[src/rtl/alu_pkg.sv]
// Shared definitions for the ALU issue/retire sequencer: opcodes, opcode
// classes, controller states and NZCV bit positions.
package alu_pkg;

  localparam logic [4:0] OP_PASS = 5'b00000;
  localparam logic [4:0] OP_ADD  = 5'b00001;
  localparam logic [4:0] OP_SUB  = 5'b00010;
  localparam logic [4:0] OP_MUL  = 5'b00011;
  localparam logic [4:0] OP_MULH = 5'b00100;
  localparam logic [4:0] OP_CMP  = 5'b00101;
  localparam logic [4:0] OP_AND  = 5'b00110;
  localparam logic [4:0] OP_OR   = 5'b00111;
  localparam logic [4:0] OP_NOR  = 5'b01000;
  localparam logic [4:0] OP_NAND = 5'b01001;
  localparam logic [4:0] OP_XOR  = 5'b01010;
  localparam logic [4:0] OP_XNOR = 5'b01011;
  localparam logic [4:0] OP_NOT  = 5'b01100;
  localparam logic [4:0] OP_DIV  = 5'b01101;
  localparam logic [4:0] OP_MOD  = 5'b01110;
  localparam logic [4:0] OP_SHL  = 5'b11000;
  localparam logic [4:0] OP_SHR  = 5'b11001;
  localparam logic [4:0] OP_ASR  = 5'b11010;
  localparam logic [4:0] OP_ROR  = 5'b11011;

  localparam logic [1:0] CLS_SINGLE  = 2'd0;
  localparam logic [1:0] CLS_MUL     = 2'd1;
  localparam logic [1:0] CLS_DIV     = 2'd2;
  localparam logic [1:0] CLS_ILLEGAL = 2'd3;

  typedef enum logic [1:0] {
    ST_IDLE = 2'd0,
    ST_EXEC = 2'd1,
    ST_DIV  = 2'd2,
    ST_RESP = 2'd3
  } state_t;

  localparam int NZCV_N = 3;
  localparam int NZCV_Z = 2;
  localparam int NZCV_C = 1;
  localparam int NZCV_V = 0;

  // Map an opcode onto its execution class (latency / execution unit).
  function automatic logic [1:0] op_class(input logic [4:0] op);
    logic [1:0] cls;
    case (op)
      OP_PASS, OP_ADD, OP_SUB, OP_CMP, OP_AND, OP_OR, OP_NOR, OP_NAND,
      OP_XOR, OP_XNOR, OP_NOT, OP_SHL, OP_SHR, OP_ASR, OP_ROR: cls = CLS_SINGLE;
      OP_MUL, OP_MULH: cls = CLS_MUL;
      OP_DIV, OP_MOD:  cls = CLS_DIV;
      default:         cls = CLS_ILLEGAL;
    endcase
    return cls;
  endfunction

  // Assemble a flag nibble in {N,Z,C,V} order.
  function automatic logic [3:0] pack_nzcv(input logic n, input logic z,
                                           input logic c, input logic v);
    logic [3:0] f;
    f         = '0;
    f[NZCV_N] = n;
    f[NZCV_Z] = z;
    f[NZCV_C] = c;
    f[NZCV_V] = v;
    return f;
  endfunction

endpackage

[src/rtl/seq_divider.sv]
// Iterative unsigned restoring divider. The start cycle already performs the
// first quotient step from the x/y inputs, so done pulses WIDTH cycles after
// start. A zero divisor is flagged combinationally in the start cycle.
module seq_divider
  import alu_pkg::*;
#(
  parameter int WIDTH = 16
) (
  input  logic             clk,
  input  logic             rst_n,
  input  logic             start,
  input  logic [WIDTH-1:0] x,
  input  logic [WIDTH-1:0] y,
  output logic             done,
  output logic [WIDTH-1:0] quo,
  output logic [WIDTH-1:0] rem,
  output logic             div0
);

  localparam int CW = $clog2(WIDTH + 1);

  logic [WIDTH-1:0] rem_reg, quo_reg, dvs_reg;
  logic [CW-1:0]    cnt_reg;
  logic             busy_reg, done_reg;

  logic [WIDTH-1:0] src_rem, src_quo, src_dvs;
  logic [WIDTH:0]   trial;
  logic             fits;
  logic [WIDTH-1:0] rem_next, quo_next;

  // One restoring step: shift in the next dividend bit, subtract if it fits.
  always_comb begin
    src_rem  = start ? '0 : rem_reg;
    src_quo  = start ? x  : quo_reg;
    src_dvs  = start ? y  : dvs_reg;
    trial    = {src_rem, src_quo[WIDTH-1]};
    fits     = (trial >= {1'b0, src_dvs});
    rem_next = fits ? (trial[WIDTH-1:0] - src_dvs) : trial[WIDTH-1:0];
    quo_next = {src_quo[WIDTH-2:0], fits};
  end

  // Iteration registers: load-and-step on start, then step until the count expires.
  always_ff @(posedge clk) begin
    if (!rst_n) begin
      rem_reg  <= '0;
      quo_reg  <= '0;
      dvs_reg  <= '0;
      cnt_reg  <= '0;
      busy_reg <= 1'b0;
      done_reg <= 1'b0;
    end else begin
      done_reg <= 1'b0;
      if (start && (y != '0)) begin
        rem_reg  <= rem_next;
        quo_reg  <= quo_next;
        dvs_reg  <= y;
        cnt_reg  <= CW'(WIDTH - 1);
        busy_reg <= 1'b1;
      end else if (busy_reg) begin
        rem_reg <= rem_next;
        quo_reg <= quo_next;
        cnt_reg <= cnt_reg - 1'b1;
        if (cnt_reg == CW'(1)) begin
          busy_reg <= 1'b0;
          done_reg <= 1'b1;
        end
      end
    end
  end

  assign done = done_reg;
  assign quo  = quo_reg;
  assign rem  = rem_reg;
  assign div0 = start && (y == '0);

endmodule

[src/rtl/alu_sequencer.sv]
// Issue/retire controller for the combinational ALU: accepts one request,
// holds its operands on the ALU for the opcode latency (or runs the iterative
// divider), then presents the result and flags until the consumer takes it.
module alu_sequencer
  import alu_pkg::*;
#(
  parameter int WIDTH = 16
) (
  input  logic             clk,
  input  logic             rst_n,
  input  logic             req_valid,
  output logic             req_ready,
  input  logic [4:0]       req_opcode,
  input  logic [WIDTH-1:0] req_x,
  input  logic [WIDTH-1:0] req_y,
  output logic [4:0]       alu_opcode,
  output logic [WIDTH-1:0] alu_x,
  output logic [WIDTH-1:0] alu_y,
  input  logic [WIDTH-1:0] alu_r,
  input  logic             alu_n,
  input  logic             alu_z,
  input  logic             alu_c,
  input  logic             alu_v,
  output logic             resp_valid,
  input  logic             resp_ready,
  output logic [WIDTH-1:0] resp_r,
  output logic [3:0]       resp_nzcv,
  output logic             resp_div_invalid,
  output logic             resp_illegal,
  output logic [3:0]       flags_nzcv,
  output logic             busy,
  output logic [15:0]      ops_retired
);

  state_t           state_reg, state_next;
  logic [4:0]       opcode_reg;
  logic [WIDTH-1:0] x_reg, y_reg;
  logic             cnt_reg;
  logic             start_reg;
  logic [WIDTH-1:0] resp_r_reg;
  logic [3:0]       resp_nzcv_reg, flags_reg;
  logic             div_inv_reg, illegal_reg;
  logic [15:0]      retired_reg;

  logic [1:0]       req_cls;
  logic             div_done, div_zero;
  logic [WIDTH-1:0] div_quo, div_rem, div_res;
  logic [3:0]       div_nzcv, alu_nzcv;

  assign req_cls  = op_class(req_opcode);
  assign div_res  = (opcode_reg == OP_DIV) ? div_quo : div_rem;
  assign div_nzcv = pack_nzcv(div_res[WIDTH-1], div_res == '0, 1'b0, 1'b0);
  assign alu_nzcv = pack_nzcv(alu_n, alu_z, alu_c, alu_v);

  seq_divider #(.WIDTH(WIDTH)) u_div (
    .clk   (clk),
    .rst_n (rst_n),
    .start (start_reg),
    .x     (x_reg),
    .y     (y_reg),
    .done  (div_done),
    .quo   (div_quo),
    .rem   (div_rem),
    .div0  (div_zero)
  );

  // State register.
  always_ff @(posedge clk) begin
    if (!rst_n) state_reg <= ST_IDLE;
    else        state_reg <= state_next;
  end

  // Next-state selection.
  always_comb begin
    state_next = state_reg;
    case (state_reg)
      ST_IDLE: if (req_valid) begin
        case (req_cls)
          CLS_ILLEGAL: state_next = ST_RESP;
          CLS_DIV:     state_next = ST_DIV;
          default:     state_next = ST_EXEC;
        endcase
      end
      ST_EXEC: if (cnt_reg == 1'b0) state_next = ST_RESP;
      ST_DIV:  if (div_zero || div_done) state_next = ST_RESP;
      ST_RESP: if (resp_ready) state_next = ST_IDLE;
      default: state_next = ST_IDLE;
    endcase
  end

  // Handshake and status outputs decoded from the state.
  always_comb begin
    req_ready  = (state_reg == ST_IDLE);
    resp_valid = (state_reg == ST_RESP);
    busy       = (state_reg != ST_IDLE);
  end

  // Operand capture, result capture, architectural flags and retire counter.
  always_ff @(posedge clk) begin
    if (!rst_n) begin
      opcode_reg    <= '0;
      x_reg         <= '0;
      y_reg         <= '0;
      cnt_reg       <= 1'b0;
      start_reg     <= 1'b0;
      resp_r_reg    <= '0;
      resp_nzcv_reg <= '0;
      div_inv_reg   <= 1'b0;
      illegal_reg   <= 1'b0;
      flags_reg     <= '0;
      retired_reg   <= '0;
    end else begin
      case (state_reg)
        ST_IDLE: if (req_valid) begin
          opcode_reg  <= req_opcode;
          x_reg       <= req_x;
          y_reg       <= req_y;
          cnt_reg     <= (req_cls == CLS_MUL);
          start_reg   <= (req_cls == CLS_DIV);
          div_inv_reg <= 1'b0;
          illegal_reg <= (req_cls == CLS_ILLEGAL);
          if (req_cls == CLS_ILLEGAL) begin
            resp_r_reg    <= '0;
            resp_nzcv_reg <= '0;
          end
        end
        ST_EXEC: begin
          if (cnt_reg == 1'b0) begin
            // Compare only produces flags; its difference is not a result.
            resp_r_reg    <= (opcode_reg == OP_CMP) ? '0 : alu_r;
            resp_nzcv_reg <= alu_nzcv;
            flags_reg     <= alu_nzcv;
          end else begin
            cnt_reg <= 1'b0;
          end
        end
        ST_DIV: begin
          start_reg <= 1'b0;
          if (div_zero) begin
            resp_r_reg    <= (opcode_reg == OP_DIV) ? '1 : x_reg;
            resp_nzcv_reg <= '0;
            div_inv_reg   <= 1'b1;
          end else if (div_done) begin
            resp_r_reg    <= div_res;
            resp_nzcv_reg <= div_nzcv;
            flags_reg     <= div_nzcv;
          end
        end
        ST_RESP: if (resp_ready) retired_reg <= retired_reg + 16'd1;
        default: ;
      endcase
    end
  end

  assign alu_opcode       = opcode_reg;
  assign alu_x            = x_reg;
  assign alu_y            = y_reg;
  assign resp_r           = resp_r_reg;
  assign resp_nzcv        = resp_nzcv_reg;
  assign resp_div_invalid = div_inv_reg;
  assign resp_illegal     = illegal_reg;
  assign flags_nzcv       = flags_reg;
  assign ops_retired      = retired_reg;

endmodule

[config.mk]
export PLATFORM = sky130hd
export DESIGN_NAME = alu_sequencer
export DESIGN_NICKNAME = d
export VERILOG_FILES = /design/src/rtl/alu_pkg.sv /design/src/rtl/seq_divider.sv /design/src/rtl/alu_sequencer.sv
export SDC_FILE = /design/constraint.sdc
export NUM_CORES = 1
export LEC_CHECK = 0
export CAP_MARGIN = 20
export CORE_MARGIN = 2
export CORE_UTILIZATION = 50
export DETAILED_ROUTE_END_ITERATION = 6
export HOLD_SLACK_MARGIN = 0.05
export PLACE_DENSITY = 0.84
export REMOVE_ABC_BUFFERS = 1
export SLEW_MARGIN = 20
export SYNTH_ARGS = -nofsm -noshare
export SYNTH_HDL_FRONTEND = slang
export SYNTH_SLANG_ARGS = --single-unit
[constraint.sdc]
create_clock -name clk -period 5.2 [get_ports clk]
set_input_delay 1.04 -clock clk [delete_from_list [all_inputs] [get_ports clk]]
set_output_delay 1.04 -clock clk [all_outputs]
set_load 0.02 [all_outputs]
==> results.sh, run 1 <==
export IMPL_timing_final_crit_share_pct=70.9
export IMPL_yosys_top_cells_area="dfxtp_1, nand2_1, a21oi_1"
export IMPL_critical_path_endpoint_type="register"
export IMPL_slowest_stage="and2_1"
export IMPL_row_count=43
export IMPL_yosysSeqAreaShare_pct=39.0
export IMPL_max_slew_margin_pct=28.3
export IMPL_cp_endpoint="u_div.rem[9]"
export IMPL_status="finished, final reports clean"
export IMPL_fill_cells=1166
export IMPL_r2r_slack_ns=1.51
export IMPL_yosysWarningCount=0
export IMPL_start_kind="register"
export IMPL_synth_seq_cells=138
export IMPL_worst_ep_arrival_time_ns=4.00
export IMPL_vias=6944
export IMPL_drive_gt1_share_pct=4.91
export IMPL_grt_max_degree=78
export IMPL_setup_viol=0
export IMPL_critPathMaxFanout=22
export IMPL_drc_errors=0
export IMPL_crit_start="start_reg"
export IMPL_cellLeakagePower_uw=0.00336
export IMPL_hold_buffers=0
export IMPL_setup_tns_ns=0
export IMPL_ant_nets=0
export IMPL_syn_to_final_growth_pct=29.3
export IMPL_grt_pass1_wl_um=32000
export IMPL_syn_cell_area_um2=7080
export IMPL_skew_ns=0.00841
export IMPL_viasPerCell=5.79
export IMPL_synth_ff_type="dfxtp_1"
export IMPL_cts_sinks=138
export IMPL_cts_buffer_depth=2
export IMPL_routed_wl_um=19600
export IMPL_antenna_found_initial=0
export IMPL_track_usage_pct=26.5
export IMPL_total_power_uw=3600
export IMPL_cts_buffers=17
export IMPL_drv_cap=0
export IMPL_place_congestion=0.931
export IMPL_max_stage_delay_ns=0.63
export IMPL_firstDrtPassIters=5
export IMPL_coreArea_um2=13900
export IMPL_nNetsFinal=1091
export IMPL_diodes=0
export IMPL_synthArstFlopShare_pct=0
export IMPL_hold_path_class="register to register"
export IMPL_final_max_slew_viol_count=0
export IMPL_r2r_end="u_div.rem[9]"
export IMPL_grt_pass1_vias=6518
export IMPL_synth_edf_count=0
export IMPL_multiInputGateArea_um2=4020
export IMPL_crit_type="register to register"
export IMPL_wl_per_cell_um=16.4
export IMPL_crit_chain="buf_4 -> mux2i_1 -> ha_1 -> nor2b_1 -> o211ai_1 -> a31o_2 -> a21o_1 -> and2_1 -> nor3_2 -> a221o_1"
export IMPL_rsz0062_at_grt="no"
export IMPL_clkLatencyLatePin_ns=0.43
export IMPL_dp_hpwl_um=13700
export IMPL_final_cells=1199
export IMPL_worstPathRequired_ns=5.52
export IMPL_p_per_area_nw_per_um2=393
export IMPL_cts_resized=0
export IMPL_drtIter0Drc=495
export IMPL_synth_distinct_cells=58
export IMPL_regArea_um2=2760
export IMPL_reg2reg_depth=10
export IMPL_initial_core_util_pct=51.0
export IMPL_r2r_start="start_reg"
export IMPL_vdd_drop_max_uv=259
export IMPL_portBuffers=142
export IMPL_ioPinCount=143
export IMPL_die_y_um=123
export IMPL_min_period_ns=3.69
export IMPL_die_x_um=123
export IMPL_fmax_ghz=0.271
export IMPL_h_tree_depth=4
export IMPL_synth_top_cell_area_share_pct=39.0
export IMPL_dp_cells=1167
export IMPL_cts_clk_slew_worst_paths_ns=0.06
export IMPL_tightest_slew_ns=1.07
export IMPL_dieArea_um2=15100
export IMPL_root_buffer="clkbuf_16"
export IMPL_syn_avg_cell_area_um2=7.95
export IMPL_yosysTopAreaCell="dfxtp_1"
export IMPL_report_final_hold_viol_count=0
export IMPL_crit_cells=10
export IMPL_cts_setup_buffers=0
export IMPL_synthCells=891
export IMPL_critPathTopFamily="compound AO/OA/AOI/OAI gates"
export IMPL_overflow=0
export IMPL_cts_tree="yes"
export IMPL_path_buf_inv=1
==> report_power, final <==
| part | internal (uW) | switching [uW] | leakage, uW |
|---|---|---|---|
| clock | 721 | 471 | 0.000281 |
| sequential | 1150 | 104 | 0.00112 |
| combinational | 472 | 675 | 0.00197 |
==> synth_stat cells, drive strengths merged (4+ instances only) <==
cell,n
a21oi,87
clkbuf,41
nor2,70
nand2b,8
buf,14
a21o,6
ha,23
and2,5
o21ai,62
nor2b,17
nand3,33
nand2,152
and3,8
o211ai,4
xnor2,13
mux2i,36
nor3b,4
nand4,6
nor4,12
a211oi,21
nor3,11
dfxtp,138
xor2,17
inv,19
o21a,5
a22oi,32
==> stage by stage <==
stage	hold WS, ns	util [%]	area, um^2	worst slack, ns
2_1_floorplan	0.434	-	6860	0.554
3_3_place_gp	0.437	61.8	8570	1.72
3_5_place_dp	0.449	61.8	8570	1.62
4_1_cts	0.457	66.0	9160	1.62
5_1_grt	0.470	66.0	9160	1.26
6_report	0.456	66.0	9160	1.51
==> final cells by class <==
cell class                 count  share of cell area (%)
timing repair buffer         151                    16.3
inverter                      19                   0.779
clock inverter                13                    1.54
multi-input combinational    679                    43.9
sequential                   138                    30.2
clock buffer                  19                    4.84
tap                          180                    2.46
==> cells in the final DEF, fill, tap and decap left out, types with 4 or more instances in the layout <==
master	n
nor3b_1	4
dfxtp_1	137
nor2_1	70
o21a_1	5
xnor2_1	13
nor4_1	12
clkbuf_16	17
a21oi_1	87
clkdlybuf4s50_1	142
and2_1	5
inv_6	4
nand4_1	5
o21ai_0	62
a22oi_1	32
xor2_1	17
nand3_1	33
inv_1	18
ha_1	23
buf_4	9
nand2b_1	8
nor3_1	10
nor2b_1	17
a21o_1	6
and3_1	8
o211ai_1	4
mux2i_1	36
nand2_1	152
a211oi_1	21
==> worst min-delay path, delay by kind of cell (launching register included) <==
| kind | cells | cell delay (ns) |
|---|---|---|
| compound gates | 1 | 0.05 |
| flops | 1 | 0.31 |
| simple gates | 1 | 0.05 |
==> logic make-up after synthesis <==
| group | Yosys count | synth area share, % |
|---|---|---|
| flip-flops | 138 | 39.0 |
| multiplexers | 38 | 5.40 |
| adder cells (fa/ha/maj) | 24 | 4.34 |
| XOR/XNOR | 30 | 3.71 |
| buffers and inverters | 74 | 4.20 |
| AO/OA/AOI/OAI | 248 | 21.4 |
| AND/OR/NAND/NOR | 339 | 21.9 |
==> worst min-delay path by stage <==
stage,start,end,slack (ns),cells after the start
2_1_floorplan,u_div.dvs_reg[1],u_div.dvs_reg[1],0.43,2
3_3_place_gp,resp_nzcv[3],resp_nzcv[3],0.44,2
3_5_place_dp,u_div.dvs_reg[0],u_div.dvs_reg[0],0.45,2
4_1_cts,u_div.dvs_reg[0],u_div.dvs_reg[0],0.46,2
5_1_grt,u_div.dvs_reg[0],u_div.dvs_reg[0],0.47,2
6_report,u_div.dvs_reg[0],u_div.dvs_reg[0],0.46,2
==> routing by layer <==
metal  share of wire, %  GRT usage (%)  vias up
met3                7.2           5.95       37
met1                 45           35.4     3230
li1                   -              -     3399
met5                  0              0        -
met2                 46           42.2      278
met4                1.9           9.73        0
(Power assumes the default switching activity.)
==> run 2: changes to the inputs <==
--- a/config.mk
+++ b/config.mk
@@ -7,10 +7,10 @@
 export LEC_CHECK = 0
 export CAP_MARGIN = 20
 export CORE_MARGIN = 2
-export CORE_UTILIZATION = 50
+export CORE_UTILIZATION = 47
 export DETAILED_ROUTE_END_ITERATION = 6
 export HOLD_SLACK_MARGIN = 0.05
-export PLACE_DENSITY = 0.84
+export PLACE_DENSITY = 0.83
 export REMOVE_ABC_BUFFERS = 1
 export SLEW_MARGIN = 20
 export SYNTH_ARGS = -nofsm -noshare
==> constraint.sdc (replaced) <==
create_clock -name clk -period 3.39 [get_ports clk]
set_input_delay 0.678 -clock clk [delete_from_list [all_inputs] [get_ports clk]]
set_output_delay 0.678 -clock clk [all_outputs]
set_load 0.02 [all_outputs]
==> results.sh, run 2 (synthesis gave the netlist of run 1 again) <==
export IMPL_die_x_um=127
export IMPL_die_y_um=127
export IMPL_cts_buffers=17
export IMPL_viasPerCell=5.70
export IMPL_dieArea_um2=16100
export IMPL_grt_max_degree=104
export IMPL_skew_ns=0.00874
export IMPL_critPathMaxFanout=31
export IMPL_route_met2_wl_um=9340
export IMPL_row_count=44
export IMPL_h_tree_depth=4
export IMPL_worstPathRequired_ns=3.71
export IMPL_report_final_hold_viol_count=0
export IMPL_layout_commonest_cell="nand2_1"
export IMPL_diodes=0
export IMPL_hold_path_class="register to register"
export IMPL_start_kind="register"
export IMPL_cell_internal_pwr_uw=3760
export IMPL_nNetsFinal=1108
export IMPL_max_slew_margin_pct=42.4
export IMPL_clkLatencyLatePin_ns=0.43
export IMPL_setup_viol=0
export IMPL_p_per_area_nw_per_um2=610
export IMPL_fill_cells=1240
export IMPL_syn_to_final_growth_pct=32.0
export IMPL_cts_setup_buffers=0
export IMPL_drive_gt1_share_pct=6.37
export IMPL_cellLeakagePower_uw=0.00347
export IMPL_hold_buffers=0
export IMPL_antenna_found_initial=0
export IMPL_design_area_um2=9350
export IMPL_place_congestion=0.907
export IMPL_dp_hpwl_um=14600
export IMPL_portBuffers=142
export IMPL_seqPwrFrac_pct=33.6
export IMPL_status="finished, final reports clean"
export IMPL_crit_type="register to register"
export IMPL_rsz0062_at_grt="no"
export IMPL_critical_path_endpoint_type="register"
export IMPL_layout_common_cells="nand2_1, clkdlybuf4s50_1, dfxtp_1"
export IMPL_final_cells=1220
export IMPL_fmax_ghz=0.319
export IMPL_wl_met3_um=1230
export IMPL_wl_per_cell_um=16.7
export IMPL_drv_cap=0
export IMPL_track_usage_pct=25.2
export IMPL_tightest_slew_ns=0.862
export IMPL_drc_errors=0
export IMPL_firstDrtPassIters=7
export IMPL_cts_tree="yes"
export IMPL_timing_final_crit_share_pct=92.5
export IMPL_pwr_share_clk_pct=33.5
export IMPL_ioPinCount=143
export IMPL_post_route_util_pct=63.9
export IMPL_routed_wl_um=20400
export IMPL_p_comb_share_pct=32.9
export IMPL_cts_clk_slew_worst_paths_ns=0.06
export IMPL_sw_frac_of_total_pct=34.1
export IMPL_vdd_drop_max_uv=412
export IMPL_drtIter0Drc=547
export IMPL_cts_buffer_depth=2
export IMPL_min_period_ns=3.14
export IMPL_grt_pass1_wl_um=32700
export IMPL_placed_cell_area_um2=8740
export IMPL_dr_max_layer_used="met4"
export IMPL_overflow=0
export IMPL_coreArea_um2=14600
export IMPL_cts_resized=0
export IMPL_ant_nets=0
export IMPL_dp_cells=1188
export IMPL_root_buffer="clkbuf_16"
export IMPL_initial_core_util_pct=48.4
export IMPL_cts_sinks=138
export IMPL_worst_ep_arrival_time_ns=3.45
export IMPL_power_switching_uw=1940
export IMPL_wirelength_met1_um=9490
export IMPL_final_max_slew_viol_count=0
export IMPL_grt_pass1_vias=6382
export IMPL_vias=6953
## run 2: changes by cell type in the layout (fill, tap and decap cells not counted), moves of 2 or more
cell and delta:
inv_6 -3, buf_4 +14, buf_12 +3, clkbuf_1 +2
## run 2: critical path, stage by stage, from the launching register on
cell and delay, ns:
dfxtp_2 0.35, buf_12 0.20, inv_1 0.15, nand2_1 0.13
inv_1 0.07, ha_1 0.40, o211ai_1 0.15, and2_1 0.18
a31o_2 0.25, a21o_1 0.17, and2_1 0.27, buf_12 0.21
a32o_1 0.25, a22o_1 0.23
## run 2: power by group through the flow
stage          clock network (uW)  registers, uW  logic [uW]
2_1_floorplan                   0           2040         997
3_3_place_gp                    0           1940        1840
3_5_place_dp                    0           1950        1850
4_1_cts                      1920           1910        1860
5_1_grt                      2010           1940        2040
6_report                     1910           1920        1880
## run 2: metal layers
metal	global-route usage, %	vias to the layer above
li1	-	3433
met1	34.2	3266
met2	40.2	231
met3	5.95	23
met4	7.30	0
met5	0	-
## run 2: metrics by stage
step	setup TNS, ns	setup WS, ns	power (uW)	hold WS, ns
floorplan	-30.67	-1.26	3040	0.434
global placement	0	0.306	3780	0.439
detailed placement	0	0.163	3800	0.447
CTS	0	0.285	5700	0.455
global route	0	0.0832	5990	0.475
finish	0	0.254	5700	0.455
## run 2: layout make-up
| cell class | count | area, um^2 | share of cell area [%] |
|---|---|---|---|
| multi-input cells | 679 | 4030 | 43.1 |
| flip-flops and latches | 138 | 2760 | 29.6 |
| repair buffers | 168 | 1650 | 17.7 |
| clock buffers | 22 | 464 | 4.96 |
| well taps | 184 | 230 | 2.46 |
| clock inverters | 10 | 141 | 1.51 |
| inverters | 19 | 71.3 | 0.763 |
## run 2: final timing paths
check                                       from               end  slack [ns]  depth (start not counted)
worst max-delay path                   start_reg     u_div.rem[12]        0.25                         13
worst min-delay path            u_div.dvs_reg[0]  u_div.dvs_reg[0]        0.45                          2
worst max register to register         start_reg     u_div.rem[12]        0.25                         13
worst min register to register  u_div.dvs_reg[0]  u_div.dvs_reg[0]        0.45                          2
==> run 3: changes to the inputs <==
--- a/config.mk
+++ b/config.mk
@@ -9,6 +9,7 @@
 export CORE_MARGIN = 2
 export CORE_UTILIZATION = 47
 export DETAILED_ROUTE_END_ITERATION = 6
+export GPL_ROUTABILITY_DRIVEN = 0
 export HOLD_SLACK_MARGIN = 0.05
 export PLACE_DENSITY = 0.83
 export REMOVE_ABC_BUFFERS = 1
==> results.sh, run 3 (synthesis gave the netlist of run 1 again) <==
export IMPL_drive_gt1_share_pct=6.28
export IMPL_pre_cts_ws_ns=0.237
export IMPL_rsz0062_at_grt="no"
export IMPL_vias=6982
export IMPL_layout_commonest_cell="nand2_1"
export IMPL_final_max_slew_viol_count=0
export IMPL_worstPathRequired_ns=3.75
export IMPL_nNetsFinal=1108
export IMPL_post_route_util_pct=63.6
export IMPL_tightest_slew_ns=1.02
export IMPL_track_usage_pct=24.1
export IMPL_layout_common_cells="nand2_1, clkdlybuf4s50_1, dfxtp_1"
export IMPL_firstDrtPassIters=5
export IMPL_row_count=44
export IMPL_max_slew_margin_pct=31.5
export IMPL_die_y_um=127
export IMPL_grt_max_degree=104
export IMPL_cell_internal_pwr_uw=3690
export IMPL_crit_chain="buf_4 -> buf_4 -> nor2b_1 -> ha_1 -> o211ai_1 -> a31o_2 -> a21o_1 -> and2_2 -> buf_4 -> a2111o_1 -> a21oi_1"
export IMPL_crit_path_frequent_cell="buf_4"
export IMPL_vdd_drop_max_uv=361
export IMPL_report_final_hold_viol_count=0
export IMPL_coreArea_um2=14600
export IMPL_sw_frac_of_total_pct=34.0
export IMPL_grt_pass1_vias=6338
export IMPL_hold_ws_ns=0.454
export IMPL_skew_ns=0.00797
export IMPL_h_tree_depth=4
export IMPL_routed_wl_um=19500
export IMPL_antenna_found_initial=0
export IMPL_reg2reg_depth=11
export IMPL_cts_buffers=17
export IMPL_fmax_ghz=0.313
export IMPL_diodes=0
export IMPL_die_x_um=127
export IMPL_cts_clk_slew_worst_paths_ns=0.06
export IMPL_power_switching_uw=1900
export IMPL_min_period_ns=3.20
export IMPL_syn_to_final_growth_pct=31.5
export IMPL_r2r_slack_ns=0.19
export IMPL_crit_type="register to register"
export IMPL_setup_slack_ns=0.192
export IMPL_initial_core_util_pct=48.4
export IMPL_drc_errors=0
export IMPL_whs_endpoint="u_div.dvs_reg[1]"
export IMPL_r2r_end="u_div.rem[13]"
export IMPL_dp_hpwl_um=13700
export IMPL_worst_ep_arrival_time_ns=3.55
export IMPL_cts_tree="yes"
export IMPL_setup_tns_ns=0
export IMPL_hold_path_class="register to register"
export IMPL_setup_viol=0
export IMPL_critical_path_endpoint_type="register"
export IMPL_cellLeakagePower_uw=0.00345
export IMPL_cts_buffer_depth=2
export IMPL_hold_depth=2
export IMPL_seqPwrFrac_pct=34.3
export IMPL_cts_sinks=138
export IMPL_dieArea_um2=16100
export IMPL_hold_path_startpoint="u_div.dvs_reg[1]"
export IMPL_overflow=0
export IMPL_portBuffers=142
export IMPL_drv_cap=0
export IMPL_critPathMaxFanout=17
export IMPL_drtIter0Drc=582
export IMPL_grt_pass1_wl_um=31700
export IMPL_ioPinCount=143
export IMPL_p_comb_share_pct=32.7
export IMPL_slowest_stage="ha_1"
export IMPL_pwr_share_clk_pct=33.0
export IMPL_clkLatencyLatePin_ns=0.42
export IMPL_root_buffer="clkbuf_16"
export IMPL_timing_final_crit_share_pct=94.3
export IMPL_hold_buffers=0
export IMPL_start_kind="register"
export IMPL_ant_nets=0
export IMPL_wl_per_cell_um=16.0
export IMPL_r2r_start="start_reg"
export IMPL_max_stage_delay_ns=0.41
export IMPL_viasPerCell=5.73
export IMPL_p_per_area_nw_per_um2=600
export IMPL_status="finished, final reports clean"
-- run 3: cell types whose count changed in the layout (fill, tap and decap cells not counted), sizes merged --
cell    previous run  this run
inv               20        19
bufinv             3         2
clkbuf            22        24
clkinv             4         3
-- run 3: area by class of cell --
type,instances,area [um^2]
fillers,1254,5330
multi-input cells,679,4030
flip-flops and latches,138,2760
repair buffers,168,1640
clock buffers,24,492
well taps,184,230
clock inverters,7,90.1
inverters,19,71.3
-- run 3: per-layer routing --
layer  share of wire [%]  vias to the layer above  track usage, %  wire length (um)
li1                    -                     3431               -                 -
met1                  46                     3244            33.0              9000
met2                  45                      272            38.0              8850
met3                 6.7                       35            5.40              1320
met4                 1.9                        0            7.30               372
met5                   0                        -               0                 0
-- run 3: how the worst max path moves through the flow --
stage / from / end / slack [ns] / depth (start not counted)
CTS: start_reg / u_div.rem[13] / 0.20 / 11
global route: start_reg / u_div.rem[13] / 0.04 / 11
global placement: start_reg / u_div.rem[12] / 0.32 / 11
detailed placement: start_reg / u_div.rem[13] / 0.24 / 11
finish: start_reg / u_div.rem[13] / 0.19 / 11
floorplan: start_reg / u_div.rem[9] / -1.26 / 10
-- run 3: worst max-delay path, delay by kind of cell, from the launching register on --
| family | cells | cell delay (ns) |
|---|---|---|
| AO/OA/AOI/OAI | 5 | 1.21 |
| buffers and inverters | 3 | 0.72 |
| AND/OR/NAND/NOR | 2 | 0.41 |
| adder cells (fa/ha/maj) | 1 | 0.41 |
| flip-flops | 1 | 0.37 |
-- run 3: timing repair --
| item | 4_1_cts | 5_1_grt |
|---|---|---|
| setup endpoints to repair | 0 | 3 |
| setup buffers | 0 | 0 |
| resized for setup | 0 | 1 |
-- run 3: power groups by stage --
stage | Clock [uW] | Combinational, uW | Sequential, uW
floorplan | 0 | 997 | 2040
global placement | 0 | 1770 | 1940
detailed placement | 0 | 1800 | 1950
CTS | 1860 | 1810 | 1910
global route | 1940 | 1990 | 1940
finish | 1840 | 1830 | 1910
-- run 3: stage by stage --
| stage | std cells | total power (uW) | cell area, um^2 |
|---|---|---|---|
| 2_1_floorplan | 836 | 3040 | 6860 |
| 4_1_cts | 1219 | 5590 | 9310 |
| 6_report | 1219 | 5590 | 9310 |
| 3_3_place_gp | 1188 | 3720 | 8730 |
| 5_1_grt | 1219 | 5860 | 9310 |
| 3_5_place_dp | 1188 | 3740 | 8730 |
